==> config.mk <==
export PLATFORM = sky130hd
export DESIGN_NAME = serial_sub_ctrl
export DESIGN_NICKNAME = d
export VERILOG_FILES = /design/src/rtl/serial_sub_ctrl.sv
export SDC_FILE = /design/constraint.sdc
export NUM_CORES = 1
export LEC_CHECK = 0
export ABC_AREA = 1
export CORE_ASPECT_RATIO = 0.75
export CORE_MARGIN = 5
export CORE_UTILIZATION = 50
export CTS_BUF_LIST = sky130_fd_sc_hd__clkbuf_8
export DETAILED_ROUTE_END_ITERATION = 6
export DONT_BUFFER_PORTS = 1
export PLACE_DENSITY_LB_ADDON = 0.2
export SKIP_LAST_GASP = 1
export SLEW_MARGIN = 25
export SYNTH_ARGS = -nofsm -noshare
export SYNTH_HDL_FRONTEND = slang
export SYNTH_SLANG_ARGS = --single-unit
==> constraint.sdc <==
create_clock -name clk -period 2.1 [get_ports clk]
set_input_delay 0.105 -clock clk [delete_from_list [all_inputs] [get_ports clk]]
set_output_delay 0.105 -clock clk [all_outputs]
set_load 0.005 [all_outputs]
==> src/rtl/serial_sub_ctrl.sv <==
// Bit-serial WIDTH-bit subtractor: one full-subtractor cell, LSB first.
// Optional SERIAL_SUB_ZFLAG_EN adds a registered zero flag on the result.
module serial_sub_ctrl #(
   parameter int WIDTH = 8
) (
   input  logic             clk,
   input  logic             rst_n,
   input  logic             start,
   input  logic [WIDTH-1:0] a,
   input  logic [WIDTH-1:0] b,
   input  logic             bin,
   output logic             busy,
   output logic             done,
   output logic [WIDTH-1:0] diff,
   output logic             borrow_out
`ifdef SERIAL_SUB_ZFLAG_EN
   ,
   output logic             zero
`endif
);

   localparam int CW = (WIDTH > 1) ? $clog2(WIDTH) : 1;
   localparam logic [CW-1:0] LAST = CW'(WIDTH - 1);

   typedef enum logic [1:0] {
      IDLE,
      RUN,
      DONE
   } state_t;

   state_t state, state_nx;

   logic [WIDTH-1:0] sa;
   logic [WIDTH-1:0] sb;
   logic [WIDTH-1:0] sd;
   logic [WIDTH-1:0] sd_nx;
   logic [CW-1:0]    cnt;
   logic             br;
   logic             abit;
   logic             bbit;
   logic             dbit;
   logic             br_nx;
   logic             last;

   assign abit  = sa[0];
   assign bbit  = sb[0];
   assign dbit  = abit ^ bbit ^ br;
   assign br_nx = (~abit & bbit) | (~(abit ^ bbit) & br);
   assign sd_nx = {dbit, sd[WIDTH-1:1]};
   assign last  = (cnt == LAST);

   assign busy = (state != IDLE);
   assign done = (state == DONE);

   always_ff @(posedge clk or negedge rst_n) begin
      if (!rst_n) begin
         state <= IDLE;
      end else begin
         state <= state_nx;
      end
   end

   always_comb begin
      state_nx = state;
      unique case (state)
         IDLE: if (start) state_nx = RUN;
         RUN:  if (last)  state_nx = DONE;
         DONE: state_nx = IDLE;
         default: state_nx = IDLE;
      endcase
   end

   // Operands shift right so the active bit is always at index 0.
   always_ff @(posedge clk or negedge rst_n) begin
      if (!rst_n) begin
         sa  <= '0;
         sb  <= '0;
         sd  <= '0;
         cnt <= '0;
         br  <= 1'b0;
      end else begin
         unique case (state)
            IDLE: begin
               if (start) begin
                  sa  <= a;
                  sb  <= b;
                  br  <= bin;
                  cnt <= '0;
               end
            end
            RUN: begin
               sa  <= sa >> 1;
               sb  <= sb >> 1;
               sd  <= sd_nx;
               br  <= br_nx;
               cnt <= cnt + 1'b1;
            end
            default: ;
         endcase
      end
   end

   // Visible result loads only on DONE entry and holds until the next one.
   always_ff @(posedge clk or negedge rst_n) begin
      if (!rst_n) begin
         diff       <= '0;
         borrow_out <= 1'b0;
      end else if (state == RUN && last) begin
         diff       <= sd_nx;
         borrow_out <= br_nx;
      end
   end

`ifdef SERIAL_SUB_ZFLAG_EN
   always_ff @(posedge clk or negedge rst_n) begin
      if (!rst_n) begin
         zero <= 1'b0;
      end else if (state == RUN && last) begin
         zero <= (sd_nx == '0);
      end
   end
`endif

endmodule

==> results of run 1 <==
==> registers in the layout, indices dropped and copies added, names as in the netlist <==
register	cells
sd	7
br	1
state	2
diff	8
cnt	3
sb	8
borrow_out	1
sa	8
==> final cells by class <==
type                       count  area [sq um]  area share
clock inverter                 2          12.5     0.00649
multi-input combinational    134           597       0.310
sequential                    38           951       0.494
clock buffer                   6          82.6      0.0429
tap                           40          50.0      0.0260
inverter                      41           154      0.0799
timing repair buffer           8          80.1      0.0416
==> Yosys cell counts (all sizes together) <==
library cell,number,area (sq um)
nand3,16,80.1
ha,2,25.0
fa,1,20.0
o21ai,18,90.1
dfrtp,38,951
a21oi,2,10.0
buf,9,72.6
nor2,3,18.8
nand2,92,353
inv,41,154
==> placed cells by master (no fill, tap or decap), types with 3 or more instances in the layout <==
cell,instances
buf_4,4
clkbuf_8,6
dfrtp_1,38
dlygate4sd3_1,3
inv_1,40
nand2_1,89
nand2_2,3
nand3_1,16
o21ai_0,17
==> layer usage <==
| layer | up-vias | GRT usage | part of all wire |
|---|---|---|---|
| li1 | 668 | - | - |
| met4 | 0 | 0.0973 | 0.026 |
| met3 | 8 | 0.0556 | 0.048 |
| met1 | 571 | 0.209 | 0.50 |
| met2 | 19 | 0.233 | 0.42 |
| met5 | - | 0 | 0 |
==> worst max-delay path by stage <==
stage                   from  depth (start not counted)         end  slack (ns)
finish              state[0]                          5     diff[3]        0.71
global placement      cnt[0]                          6     diff[0]        0.75
global route        state[0]                          5     diff[3]        0.53
CTS                 state[0]                          5     diff[3]        0.69
floorplan             cnt[0]                          5  borrow_out        0.89
detailed placement    cnt[0]                          6     diff[0]        0.70
==> worst register-to-register path, stage by stage, from the launching register on <==
cell     delay (ns)
dfrtp_1        0.54
inv_1          0.18
nor2_4         0.15
nand2_2        0.20
nand2_1        0.10
o21ai_0        0.09
==> stage by stage <==
stage	setup WS [ns]	instances	utilization	area, sq um	hold WS [ns]
after floorplan	0.891	222	-	1770	-0.191
after global placement	0.746	257	0.531	1780	-0.189
after detailed placement	0.704	257	0.531	1780	-0.190
after CTS	0.688	269	0.574	1930	0.0219
after global routing	0.530	269	0.574	1930	0.0286
final	0.712	269	0.574	1930	0.0291
==> power groups by stage <==
stage,registers [mW],logic [mW],clock network [mW]
4_1_cts,1.27,1.02,0.546
2_1_floorplan,1.22,0.869,0
3_5_place_dp,1.28,0.991,0
6_report,1.27,0.999,0.528
5_1_grt,1.31,1.21,0.576
3_3_place_gp,1.28,0.973,0
==> cells by family (layout without fill, tap and decap cells) <==
kind of cell / Yosys count / after routing
AND/OR/NAND/NOR: 111 / 111
buffers and inverters: 50 / 57
adder cells (fa/ha/maj): 3 / 3
AO/OA/AOI/OAI: 20 / 20
flip-flops: 38 / 38
==> out/summary.json, run 1 <==
{
  "worst_setup_path": {
    "reg2reg_from": "state[0]",
    "cpMaxStageDelayCell": "dfrtp_1",
    "crit_path_end_kind": "register",
    "path_cells": "inv_1, nor2_4, nand2_2, nand2_1, o21ai_0",
    "cp_num_buf_inv": 1,
    "worst-setup-path-type": "reg -> reg",
    "r2r_slack_ns": 0.71,
    "timing.critical_path.max_delay_family": "flip-flops",
    "sort_of_element_at_the_start_of_the_critical_path": "register",
    "worstPathArrival_ns": 1.55,
    "crit_fanout": 18,
    "reg2reg_to": "diff[3]",
    "cp_data_required_time_ns": 2.26,
    "reg2reg_depth": 5,
    "largest_incremental_delay_on_the_critical_path_ns": 0.54
  },
  "sta": {
    "finClkSkew_ns": 0.00561,
    "slew-limit-headroom": 0.783,
    "setup_repair_after_global_routing_missed_its_margin": "no",
    "setup_violations_final": 0,
    "achievable-frequency_mhz": 720,
    "timing.final.crit_share": 0.661,
    "final_hold_viol_count": 0,
    "final.setup.tns_ns": 0,
    "number_of_max_slew_violations_in_the_final_report": 0,
    "worst_slew_pin_slew_ns": 0.326,
    "post-route-min-period_ns": 1.39
  },
  "cts": {
    "cts_inserted_buffers": 5,
    "ctsLongestPathBuffers": 2,
    "clk_pin_slew_worst_paths_ns": 0.07,
    "ctsHoldBuffers": 4,
    "cts_tree": "built",
    "cts_resized": 0,
    "postCtsSetupRepairBufs": 0,
    "clock-sinks": 38,
    "ctsHtreeMaxLevel": 2,
    "clock_latency_ns": 0.29,
    "clock_tree.root_cell": "clkbuf_8"
  },
  "global_routing": {
    "grt_overflow_total": 0,
    "grt_first_pass_wirelength_mm": 5.69,
    "via_count_of_the_first_global_routing_pass": 1231,
    "global_route.usage.total": 0.160,
    "antenna_violations_before_repair": 0,
    "grt_max_degree": 39
  },
  "logic_synthesis": {
    "synth_simple_gate_area_frac": 0.255,
    "synth_compound_gate_area_share": 0.0564,
    "sequential_fraction_of_the_synthesis_area": 0.536,
    "post_synth.cell_area_avg_sq_um": 7.99,
    "synth_xor_area_frac": 0,
    "synthesized_cell_area_sq_um": 1770,
    "yosysUniqueCellTypes": 16,
    "yosysWarningCount": 0,
    "ys_seq_elements": 38,
    "post_synth_fa_ha_maj_area_fraction": 0.0254,
    "syn_nets": 245,
    "synthesis.instances": 222,
    "muxShareOfSynthArea": 0,
    "synth_top_family_by_area": "simple AND/OR/NAND/NOR gates"
  },
  "die": {
    "design.die.area_sq_um": 4850,
    "starting_density_of_the_core": 0.529,
    "die_h_microns": 61.6,
    "design.core.area_sq_um": 3360,
    "core.rowCount": 18,
    "io_pins": 31,
    "die_width_microns": 78.8
  },
  "hold_path": {
    "min_from": "b[3]",
    "hp-class": "in -> reg",
    "worst_hold_path.num_cells": 4,
    "hold_end": "sb[3]"
  },
  "detailed_routing": {
    "remaining_drc_errors": 0,
    "route.final.wire_length_mm": 3.36,
    "drtPass1Iterations": 4,
    "routed_vias_inst": 4.71,
    "drt-wirelength-per-cell_microns": 12.5,
    "antenna_violating_nets_post_route": 0,
    "detailedRoute.firstIterationViolations": 72,
    "vias": 1266
  },
  "status": {
    "outcome": "finished clean"
  },
  "pwr": {
    "ir_drop_mv": 0.671,
    "p_clk_frac": 0.189,
    "report.power.total_mw": 2.80,
    "power_per_cell_area_nw_per_um2": 1450,
    "switching_share": 0.390,
    "power_frac_comb": 0.357,
    "seq_power_share": 0.454,
    "cell_internal_pwr_mw": 1.71,
    "static-leakage-power_nw": 1.08,
    "switching_power_mw": 1.09
  },
  "cells_and_area": {
    "antenna-diode-count": 0,
    "layout_cell_share_with_drive_strength_beyond_1": 0.0786,
    "flow.area_growth_from_synthesis_pct": 8.60,
    "num-fill-cells": 311,
    "net_count_of_the_finished_layout": 251
  },
  "placed_design": {
    "place.gp.congestion": 0.747,
    "detailed_place_hpwl_mm": 2.29,
    "placement.io_buffers": 0
  },
  "job": {
    "drv.max_cap_violation_count": 0
  }
}
Power figures use the tool's default switching activity.
==> inputs of run 2 (changes only) <==
==> constraint.sdc (replaced) <==
create_clock -name clk -period 1.2 [get_ports clk]
set_input_delay 0.06 -clock clk [delete_from_list [all_inputs] [get_ports clk]]
set_output_delay 0.06 -clock clk [all_outputs]
set_load 0.005 [all_outputs]
==> run 2 against run 1 <==
- count of clock-buffer cells in the layout fell by 1
- hold slack got worse by 0.025 ns
- sequential share of layout area fell by 7.4 points
- first-iteration DRC count rose by 71%
- maximum frequency rose by 17%
- cell count rose by 8.9%
- clock power rose by 150%
- utilization rose by 10 points
- die area did not move
- cell area rose by 18%
- global-route usage rose by 1.1 points
- critical path type unchanged
==> out/summary.json, run 2 (synthesized netlist as in run 1, its figures left out) <==
{
  "status": {
    "outcome": "finished clean"
  },
  "hold_path": {
    "min_from": "a[3]",
    "worst_hold_path.num_cells": {"value": 4, "change": "unchanged"},
    "hp-class": "in -> reg",
    "hold_end": "sa[3]"
  },
  "die": {
    "core.rowCount": {"value": 18, "change": "unchanged"},
    "die_width": {"value": 78.8, "unit": "microns", "change": "unchanged"},
    "io_pins": {"value": 31, "change": "unchanged"},
    "die_h": {"value": 61.6, "unit": "microns", "change": "unchanged"},
    "design.die.area": {"value": 4850, "unit": "sq um", "change": "unchanged"},
    "design.core.area": {"value": 3360, "unit": "sq um", "change": "unchanged"},
    "starting_density_of_the_core": {"value": 0.529, "change": "unchanged"}
  },
  "sta": {
    "achievable-frequency": {"value": 846, "unit": "MHz", "change": "+17%"},
    "slew-limit-headroom": {"value": 0.863, "change": "+0.0803"},
    "hold_slack_final": {"value": 0.00446, "unit": "ns", "change": "-0.0246 ns"},
    "post-route-min-period": {"value": 1.18, "unit": "ns", "change": "-0.206 ns"},
    "finalWorstSetupSlack": {"value": 0.0183, "unit": "ns", "change": "-0.694 ns"},
    "final_hold_viol_count": {"value": 0, "change": "unchanged"},
    "worst_slew_pin_slew": {"value": 0.206, "unit": "ns", "change": "-0.120 ns"},
    "finClkSkew": {"value": 0.0108, "unit": "ns", "change": "+0.00514 ns"},
    "setup_repair_after_global_routing_missed_its_margin": "yes",
    "setup_violations_final": {"value": 0, "change": "unchanged"},
    "timing.final.crit_share": {"value": 0.985, "change": "+0.324"},
    "number_of_max_slew_violations_in_the_final_report": {"value": 0, "change": "unchanged"}
  },
  "detailed_routing": {
    "remaining_drc_errors": {"value": 0, "change": "unchanged"},
    "drtPass1Iterations": {"value": 4, "change": "unchanged"},
    "route.final.wire_length": {"value": 3.92, "unit": "mm", "change": "+17%"},
    "routed_vias_inst": {"value": 4.85, "change": "+3.0%"},
    "vias": {"value": 1421, "change": "+12%"},
    "drt-wirelength-per-cell": {"value": 13.4, "unit": "microns", "change": "+7.2%"},
    "detailedRoute.firstIterationViolations": {"value": 123, "change": "+71%"},
    "antenna_violating_nets_post_route": {"value": 0, "change": "unchanged"}
  },
  "placed_design": {
    "placement.io_buffers": {"value": 0, "change": "unchanged"},
    "dp_slack": {"value": -0.000458, "unit": "ns", "change": "-0.704 ns"},
    "placedInstanceArea": {"value": 1860, "unit": "sq um", "change": "+4.5%"},
    "number_of_placed_instances_taps_included": {"value": 264, "change": "+2.7%"},
    "detailed_place_hpwl": {"value": 2.47, "unit": "mm", "change": "+7.8%"},
    "place.gp.congestion": {"value": 0.811, "change": "+8.6%"}
  },
  "worst_setup_path": {
    "cp_data_required_time": {"value": 1.39, "unit": "ns", "change": "-0.87 ns"},
    "worstPathArrival": {"value": 1.37, "unit": "ns", "change": "-0.18 ns"},
    "sort_of_element_at_the_start_of_the_critical_path": "register",
    "reg2reg_from": "cnt[1]",
    "r2r_slack": {"value": 0.02, "unit": "ns", "change": "-0.69 ns"},
    "worst-setup-path-type": "reg -> reg",
    "crit_path_end_kind": "register",
    "crit_fanout": {"value": 8, "change": "-10"},
    "reg2reg_depth": {"value": 5, "change": "unchanged"},
    "startpoint": "cnt[1]",
    "reg2reg_to": "diff[6]"
  },
  "cts": {
    "clock_latency": {"value": 0.30, "unit": "ns", "change": "about the same"},
    "cts_tree": "built",
    "clk_pin_slew_worst_paths": {"value": 0.08, "unit": "ns", "change": "about the same"},
    "ctsHtreeMaxLevel": {"value": 2, "change": "unchanged"},
    "ctsLongestPathBuffers": {"value": 2, "change": "unchanged"},
    "cts_inserted_buffers": {"value": 5, "change": "unchanged"},
    "clock-sinks": {"value": 38, "change": "unchanged"},
    "clock_tree.root_cell": "clkbuf_8"
  },
  "cells_and_area": {
    "layout.cells.most_common_list": "nand2_1, inv_1, dfrtp_1, nand3_1, dlygate4sd3_1",
    "layout.cell_area.non_filler": {"value": 2260, "unit": "sq um", "change": "+18%"},
    "num-fill-cells": {"value": 276, "change": "-11%"},
    "finish.utilization": {"value": 0.675, "change": "+0.101"},
    "mostFrequentLayoutCell": "nand2_1",
    "layout_cell_share_with_drive_strength_beyond_1": {"value": 0.135, "change": "+0.0563"},
    "flow.area_growth_from_synthesis_pct": 27.6,
    "biggestRegsByFlops": "diff: 8 flops, sa: 8 flops, sb: 8 flops",
    "net_count_of_the_finished_layout": {"value": 274, "change": "+9.2%"},
    "final-instance-count-excl-fill": {"value": 293, "change": "+8.9%"}
  },
  "pwr": {
    "power_per_cell_area": {"value": 2590, "unit": "nW/um^2", "change": "+78%"},
    "static-leakage-power": {"value": 1.24, "unit": "nW", "change": "+14%"},
    "ir_drop": {"value": 1.46, "unit": "mV", "change": "+120%"}
  },
  "global_routing": {
    "global_route.usage.total": {"value": 0.171, "change": "+0.0108"},
    "grt_first_pass_wirelength": {"value": 6.22, "unit": "mm", "change": "+9.3%"},
    "via_count_of_the_first_global_routing_pass": {"value": 1393, "change": "+13%"},
    "grt_overflow_total": {"value": 0, "change": "unchanged"},
    "grt_max_degree": {"value": 39, "change": "unchanged"},
    "antenna_violations_before_repair": {"value": 0, "change": "unchanged"}
  },
  "job": {
    "drv.max_cap_violation_count": {"value": 0, "change": "unchanged"}
  }
}
==> run 2: how the worst max path moves through the flow <==
stage	end	cells after the start
after floorplan	borrow_out	5
after global placement	diff[2]	5
after detailed placement	sb[6]	5
after CTS	sb[7]	5
after global routing	sb[7]	5
final	diff[6]	5
==> run 2: repair_timing <==
| action | in CTS | in global routing |
|---|---|---|
| gates resized for setup | 1 | 19 |
| pin swaps | 0 | 4 |
| setup buffers | 1 | 2 |
| hold buffers | 14 | 1 |
| gates cloned | 0 | 2 |
| endpoints found under the setup margin | 10 | 32 |
| hold endpoints to repair | 50 | 1 |
==> run 2: worst max-delay path, stage by stage (launching register included) <==
cell and delay (ns):
dfrtp_1 0.39, ha_2 0.21, ha_4 0.17, nand2_4 0.09, clkbuf_16 0.15, o21ai_0 0.06
==> run 2: per-stage QoR <==
stage / total power [mW] / setup TNS (ns)
2_1_floorplan: 3.66 / 0
3_3_place_gp: 4.12 / 0
3_5_place_dp: 4.21 / -0.000458
4_1_cts: 5.62 / -0.0177
5_1_grt: 6.38 / -0.160
6_report: 5.86 / 0
==> run 2: power breakdown <==
group | internal, mW | leakage [nW] | switching (mW) | total (mW)
sequential | 1.87 | 0.473 | 0.357 | 2.22
combinational | 1.04 | 0.698 | 1.28 | 2.33
clock | 0.833 | 0.0683 | 0.478 | 1.31
total | 3.74 | 1.24 | 2.12 | 5.86
==> run 2: final cells by class <==
| type | instances | area (sq um) | share of cell area |
|---|---|---|---|
| Multi-Input combinational cell | 134 | 641 | 0.283 |
| Inverter | 41 | 156 | 0.0691 |
| Antenna cell | 1 | 2.50 | 0.00110 |
| Clock inverter | 3 | 68.8 | 0.0304 |
| Clock buffer | 5 | 68.8 | 0.0304 |
| Tap cell | 40 | 50.0 | 0.0221 |
| Sequential cell | 38 | 951 | 0.420 |
| Timing Repair Buffer | 31 | 327 | 0.144 |
==> run 2: metal layers <==
layer / wire length [microns] / vias up / global-route usage
li1: - / 718 / -
met2: 1840 / 36 / 0.271
met4: 55 / 0 / 0.0748
met1: 1770 / 659 / 0.209
met3: 256 / 8 / 0.0731
met5: 0 / - / 0
